==> src/rtl/fetch_stream_if.sv <==
// Signal bundle between fetch_stream and its neighbours: redirect source,
// I-cache request/response channel and the decode-side instruction handshake.
interface fetch_stream_if #(
    parameter int ADDR  = 32,
    parameter int DATA  = 32,
    parameter int DEPTH = 4
);
    localparam int CW = $clog2(DEPTH) + 1;

    logic            br_e_;
    logic [ADDR-1:0] br_target;

    logic            fetch_e_;
    logic [ADDR-1:0] fetch_pc;
    logic            ic_ready_;

    logic            ic_e_;
    logic [ADDR-1:0] ic_pc;
    logic [DATA-1:0] ic_inst;

    logic            inst_e_;
    logic [ADDR-1:0] inst_pc;
    logic [DATA-1:0] inst;
    logic            inst_ack_;

    logic [CW-1:0]   fq_cnt;

    // Fetch unit side.
    modport slave (
        input  br_e_, br_target, ic_ready_, ic_e_, ic_pc, ic_inst, inst_ack_,
        output fetch_e_, fetch_pc, inst_e_, inst_pc, inst, fq_cnt
    );

    // Environment side: back-end, I-cache and decode together.
    modport master (
        output br_e_, br_target, ic_ready_, ic_e_, ic_pc, ic_inst, inst_ack_,
        input  fetch_e_, fetch_pc, inst_e_, inst_pc, inst, fq_cnt
    );
endinterface

==> src/rtl/fetch_stream.sv <==
// Front-end fetch: PC generator, in-order I-cache request tracker with
// redirect squash, and a DEPTH-entry instruction queue feeding decode.
module fetch_stream #(
    parameter int              ADDR     = 32,
    parameter int              DATA     = 32,
    parameter int              DEPTH    = 4,
    parameter logic [ADDR-1:0] RESET_PC = '0
) (
    input  logic          clk,
    input  logic          reset_,
    fetch_stream_if.slave bus
);
    localparam int              PW      = $clog2(DEPTH);
    localparam int              CW      = PW + 1;
    localparam logic [ADDR-1:0] PC_INC  = ADDR'(DATA / 8);
    localparam logic [CW+1:0]   DEPTH_C = (CW + 2)'(DEPTH);

    logic [ADDR-1:0] pc, pc_n;
    logic [CW-1:0]   occ, occ_n;
    logic [CW-1:0]   live, live_n;
    logic [CW-1:0]   drop, drop_n;
    logic [PW-1:0]   head, head_n;
    logic [PW-1:0]   tail, tail_n;

    logic [ADDR-1:0] mem_pc   [DEPTH];
    logic [DATA-1:0] mem_inst [DEPTH];

    logic            redirect;
    logic            rsp;
    logic            credit_ok;
    logic            fetch_vld;
    logic            inst_vld;
    logic            req_acc;
    logic            drop_rsp;
    logic            enq;
    logic            deq;
    logic            redir_rsp;
    logic [CW+1:0]   inflight;

    // Every request in flight or buffered holds one queue slot, so a kept
    // response can always be enqueued without an overflow check.
    assign inflight  = {2'b00, occ} + {2'b00, live} + {2'b00, drop};
    assign credit_ok = inflight < DEPTH_C;
    assign redirect  = ~bus.br_e_;
    assign rsp       = ~bus.ic_e_;

    // No request while held in reset: the I-cache is in reset alongside us.
    assign fetch_vld = credit_ok & ~redirect & reset_;
    assign inst_vld  = (occ != '0) & ~redirect;

    assign req_acc   = fetch_vld & ~bus.ic_ready_;
    assign drop_rsp  = rsp & ~redirect & (drop != '0);
    assign enq       = rsp & ~redirect & (drop == '0) & (live != '0);
    assign deq       = inst_vld & ~bus.inst_ack_;
    assign redir_rsp = rsp & ((drop != '0) | (live != '0));

    assign bus.fetch_e_ = ~fetch_vld;
    assign bus.fetch_pc = pc;
    assign bus.inst_e_  = ~inst_vld;
    assign bus.inst_pc  = mem_pc[head];
    assign bus.inst     = mem_inst[head];
    assign bus.fq_cnt   = occ;

    always_comb begin
        pc_n   = pc;
        occ_n  = occ;
        live_n = live;
        drop_n = drop;
        head_n = head;
        tail_n = tail;
        if (redirect) begin
            // Everything still in flight becomes stale, including a response
            // arriving this very cycle.
            pc_n   = bus.br_target;
            occ_n  = '0;
            live_n = '0;
            head_n = '0;
            tail_n = '0;
            drop_n = drop + live - CW'(redir_rsp);
        end else begin
            if (req_acc) begin
                pc_n = pc + PC_INC;
            end
            live_n = live + CW'(req_acc) - CW'(enq);
            drop_n = drop - CW'(drop_rsp);
            occ_n  = occ + CW'(enq) - CW'(deq);
            if (enq) begin
                tail_n = tail + 1'b1;
            end
            if (deq) begin
                head_n = head + 1'b1;
            end
        end
    end

    always_ff @(posedge clk or negedge reset_) begin
        if (!reset_) begin
            pc   <= RESET_PC;
            occ  <= '0;
            live <= '0;
            drop <= '0;
            head <= '0;
            tail <= '0;
        end else begin
            pc   <= pc_n;
            occ  <= occ_n;
            live <= live_n;
            drop <= drop_n;
            head <= head_n;
            tail <= tail_n;
        end
    end

    // Storage is cleared so the head outputs read zero straight out of reset.
    always_ff @(posedge clk or negedge reset_) begin
        if (!reset_) begin
            for (int i = 0; i < DEPTH; i++) begin
                mem_pc[i]   <= '0;
                mem_inst[i] <= '0;
            end
        end else if (enq) begin
            mem_pc[tail]   <= bus.ic_pc;
            mem_inst[tail] <= bus.ic_inst;
        end
    end
endmodule
==> src/flat_wrapper.sv <==
// flat-port wrapper written by rule: the top's interface ports become plain ports
module fetch_stream_flat 
#(
    parameter int              ADDR     = 32,
    parameter int              DATA     = 32,
    parameter int              DEPTH    = 4,
    parameter logic [ADDR-1:0] RESET_PC = '0
)
  (clk, reset_, bus_br_e_, bus_br_target, bus_ic_ready_, bus_ic_e_, bus_ic_pc, bus_ic_inst, bus_inst_ack_, bus_fetch_e_, bus_fetch_pc, bus_inst_e_, bus_inst_pc, bus_inst, bus_fq_cnt);
  fetch_stream_if #(.ADDR(ADDR), .DATA(DATA), .DEPTH(DEPTH)) bus_i ();
  input  logic clk;
  input  logic reset_;
  input wire logic [$bits(bus_i.br_e_)-1:0] bus_br_e_;
  input wire logic [$bits(bus_i.br_target)-1:0] bus_br_target;
  input wire logic [$bits(bus_i.ic_ready_)-1:0] bus_ic_ready_;
  input wire logic [$bits(bus_i.ic_e_)-1:0] bus_ic_e_;
  input wire logic [$bits(bus_i.ic_pc)-1:0] bus_ic_pc;
  input wire logic [$bits(bus_i.ic_inst)-1:0] bus_ic_inst;
  input wire logic [$bits(bus_i.inst_ack_)-1:0] bus_inst_ack_;
  output wire logic [$bits(bus_i.fetch_e_)-1:0] bus_fetch_e_;
  output wire logic [$bits(bus_i.fetch_pc)-1:0] bus_fetch_pc;
  output wire logic [$bits(bus_i.inst_e_)-1:0] bus_inst_e_;
  output wire logic [$bits(bus_i.inst_pc)-1:0] bus_inst_pc;
  output wire logic [$bits(bus_i.inst)-1:0] bus_inst;
  output wire logic [$bits(bus_i.fq_cnt)-1:0] bus_fq_cnt;
  assign bus_i.br_e_ = bus_br_e_;
  assign bus_i.br_target = bus_br_target;
  assign bus_i.ic_ready_ = bus_ic_ready_;
  assign bus_i.ic_e_ = bus_ic_e_;
  assign bus_i.ic_pc = bus_ic_pc;
  assign bus_i.ic_inst = bus_ic_inst;
  assign bus_i.inst_ack_ = bus_inst_ack_;
  assign bus_fetch_e_ = bus_i.fetch_e_;
  assign bus_fetch_pc = bus_i.fetch_pc;
  assign bus_inst_e_ = bus_i.inst_e_;
  assign bus_inst_pc = bus_i.inst_pc;
  assign bus_inst = bus_i.inst;
  assign bus_fq_cnt = bus_i.fq_cnt;
  fetch_stream #(.ADDR(ADDR), .DATA(DATA), .DEPTH(DEPTH), .RESET_PC(RESET_PC)) u_core (.clk(clk), .reset_(reset_), .bus(bus_i));
endmodule
==> config.mk <==
export PLATFORM = sky130hd
export DESIGN_NAME = fetch_stream_flat
export DESIGN_NICKNAME = d
export VERILOG_FILES = /design/src/rtl/fetch_stream_if.sv /design/src/rtl/fetch_stream.sv /design/src/flat_wrapper.sv
export SDC_FILE = /design/constraint.sdc
export NUM_CORES = 1
export LEC_CHECK = 0
export ABC_CLOCK_PERIOD_IN_PS = 4590
export CORE_MARGIN = 4
export CORE_UTILIZATION = 35
export CTS_BUF_LIST = sky130_fd_sc_hd__clkbuf_16
export CTS_CLUSTER_SIZE = 20
export DETAILED_ROUTE_END_ITERATION = 10
export GPL_ROUTABILITY_DRIVEN = 0
export PLACE_DENSITY = 0.66
export SYNTH_ARGS = -nofsm -noshare
export SYNTH_HDL_FRONTEND = slang
export SYNTH_SLANG_ARGS = --single-unit
==> constraint.sdc <==
create_clock -name clk -period 4.59 [get_ports clk]
set_input_delay 0.918 -clock clk [delete_from_list [all_inputs] [get_ports clk]]
set_output_delay 0.918 -clock clk [all_outputs]
set_load 0.03 [all_outputs]
==> results.sh <==
export IMPL_syn_num_nets=1057
export IMPL_fin_crit_sh_pct=94.26
export IMPL_reg2reg_from="u_core.bus.fq_cnt[0]$_DFF_PN0_"
export IMPL_final_nets=1263
export IMPL_post_cts_repair_setup_buffers=0
export IMPL_met2_usage_pct=24.87
export IMPL_core_area_um2=38920
export IMPL_arrival_ps=3410
export IMPL_setup_ws_ps=263.5
export IMPL_num_vias=8627
export IMPL_synthCells=932
export IMPL_register_area_um2=7537
export IMPL_ant_nets=0
export IMPL_avgSynthCellArea_um2=14.86
export IMPL_setup_tns_ps=0
export IMPL_die_height_um=206.9
export IMPL_ir_drop_v=0.0003185
export IMPL_synth_edf_count=0
export IMPL_cp_data_required_time_ps=3670
export IMPL_routed_wl_mm=32.28
export IMPL_leakage_nw=8.201
export IMPL_hold_viol_final=0
export IMPL_worst_setup_path_start_kind="flop"
export IMPL_syn_to_final_growth_pct=27.13
export IMPL_rows=72
export IMPL_pre_cts_ws_ps=819.9
export IMPL_min_period_ps=4327
export IMPL_outcome="finished, final reports clean"
export IMPL_dpl_hpwl_mm=20.38
export IMPL_clkTransAtPathRegs_ps=60
export IMPL_maxSlewViolCount=0
export IMPL_cts_tree="done"
export IMPL_gr_usage_met1_pct=20.74
export IMPL_die_area_um2=42820
export IMPL_max_slew_margin_pct=26.89
export IMPL_max_freq_ghz=0.2311
export IMPL_mostFrequentLayoutCells="299 x dfrtp_1, 239 x mux2_2, 201 x clkdlybuf4s50_1"
export IMPL_clockBufferDepth=3
export IMPL_synth_cell_type_count=53
export IMPL_track_usage_pct=15.41
export IMPL_ys_flop_type="dfrtp_1"
export IMPL_ys_seq_area_share_pct=54.38
export IMPL_io_pins=203
export IMPL_drt_iter0_drc=341
export IMPL_worst_pin_slew_ps=1087
export IMPL_grt_setup_unrepaired="false"
export IMPL_firstDrtPassIters=4
export IMPL_path_max_fanout=10
export IMPL_netlist_area_um2=13850
export IMPL_cp_end_kind="output pin"
export IMPL_ys_ff_latch=301
export IMPL_grt_busiest_layer="met2"
export IMPL_post_drt_wl_per_cell_um=19.18
export IMPL_setup_viol=0
export IMPL_fillerInstances=3469
export IMPL_clock_skew_ps=15.09
export IMPL_layout_commonest_cell="dfrtp_1"
export IMPL_antenna_found_initial=2
export IMPL_hold_class="in -> async"
export IMPL_cts_buffers=36
export IMPL_io_buffer_count=202
export IMPL_cts_max_level=2
export IMPL_cts_resized=0
export IMPL_crit_type="reg -> out"
export IMPL_power_density_nw_per_um2=491.4
export IMPL_grt_pass1_vias=9343
export IMPL_start_util_pct=35.59
export IMPL_ys_warn_count=0
export IMPL_drv_cap=0
export IMPL_crit_start="u_core.bus.fq_cnt[0]$_DFF_PN0_"
export IMPL_cts_sink_count=301
export IMPL_drc_errors=0
export IMPL_hold_buffers=0
export IMPL_grt_pass1_wl_mm=52.24
export IMPL_clock_latency_ps=530
export IMPL_via_per_inst=5.126
export IMPL_grt_ovfl_total=0
export IMPL_die_w_um=206.9
export IMPL_cts_root_buf="clkbuf_16"
export IMPL_drive_gt1_share_pct=33.22
export IMPL_antenna_cells=0
export IMPL_ys_async_sr_fraction_pct=100.0
export IMPL_met3_usage_pct=4.546
export IMPL_multi_input_area_um2=6022
export IMPL_grt_max_degree=168
worst max-delay path, cell delays in order (launching register included):
cell,delay [ps]
dfrtp_1,410
ha_1,240
fa_1,380
xor2_1,150
ha_1,280
nor4b_2,300
nor3b_4,230
buf_4,190
nand2_1,90
clkdlybuf4s50_1,610
layer usage:
metal	routed length [µm]	up-vias	part of all wire (%)
met1	14350	4437	44
met5	26	-	0.081
met4	522	4	1.6
met3	2097	42	6.5
li1	-	3903	-
met2	15280	241	47
cells in the mapped netlist, types with 7 or more instances:
cell type	number	area, µm²
nand4_1	11	68.82
dfrtp_1	301	7532
a21oi_1	10	50.05
buf_2	31	155.2
nand3_1	20	100.1
inv_1	24	90.09
a21o_1	7	52.55
nor2_1	21	78.83
nor3_1	12	60.06
o21ai_0	14	70.07
xnor2_1	7	61.31
a221o_1	7	70.07
mux2_2	239	2691
nand2_1	27	101.4
clkbuf_1	12	45.04
mux4_2	64	1441
ha_1	19	237.7
mux2_1	19	214.0
report_power, final:
part	internal (mW)	total, mW	switching, mW	leakage (nW)
combinational	1.37	2.76	1.39	3.54
sequential	3.01	3.28	0.269	4.11
clock	1.52	2.62	1.10	0.552
total	5.90	8.65	2.76	8.20
per-stage QoR:
step                      std cells  power [mW]  area [µm²]  hold slack, ps  util (%)
final                          1683       8.654       17610           252.7     45.25
after CTS                      1683       8.818       17610           220.5     45.25
after floorplan                 932       4.999       13850           458.7         -
after global placement         1618       6.085       16520           468.9     42.46
after global routing           1683       9.132       17610           230.6     45.25
after detailed placement       1618       6.123       16520           478.8     42.46
kinds of logic (layout without fill, tap and decap cells):
family,count (synthesis),after routing,share of synthesized area [%]
simple gates,128,128,5.086
compound gates,66,66,3.414
mux,326,326,31.67
xor+xnor,13,13,0.8220
flops,301,301,54.38
fa+ha+maj,23,23,2.294
buf+inv,75,308,2.339
state kept, by name (all words and copies together) (netlist names):
register	cells
u_core.bus.fetch_pc	32
u_core.bus.fq_cnt	3
u_core.tail	2
u_core.drop	3
u_core.head	2
u_core.mem_inst	128
u_core.mem_pc	128
u_core.live	3
final timing paths:
| path | end | slack (ps) | cells after the start |
|---|---|---|---|
| worst min register to register | u_core.mem_inst[63]$_DFFE_PN0P_ | 490 | 1 |
| max in group asynchronous | u_core.mem_pc[15]$_DFFE_PN0P_ | 2610 | 3 |
| worst max register to register | u_core.live[2]$_DFF_PN0_ | 1000 | 14 |
| worst min-delay path | u_core.mem_inst[48]$_DFFE_PN0P_ | 250 | 1 |
| min in group clk | u_core.mem_inst[63]$_DFFE_PN0P_ | 490 | 1 |
| worst max-delay path | bus_fetch_e_ | 260 | 9 |
cell type report:
class / instances / area share (%)
well taps: 518 / 3.680
clock inverters: 28 / 0.9165
repair buffers: 218 / 12.62
flip-flops and latches: 301 / 42.80
multi-input cells: 556 / 34.20
clock buffers: 37 / 5.258
inverters: 25 / 0.5329
Note: power is estimated with default switching activity, not from simulation.
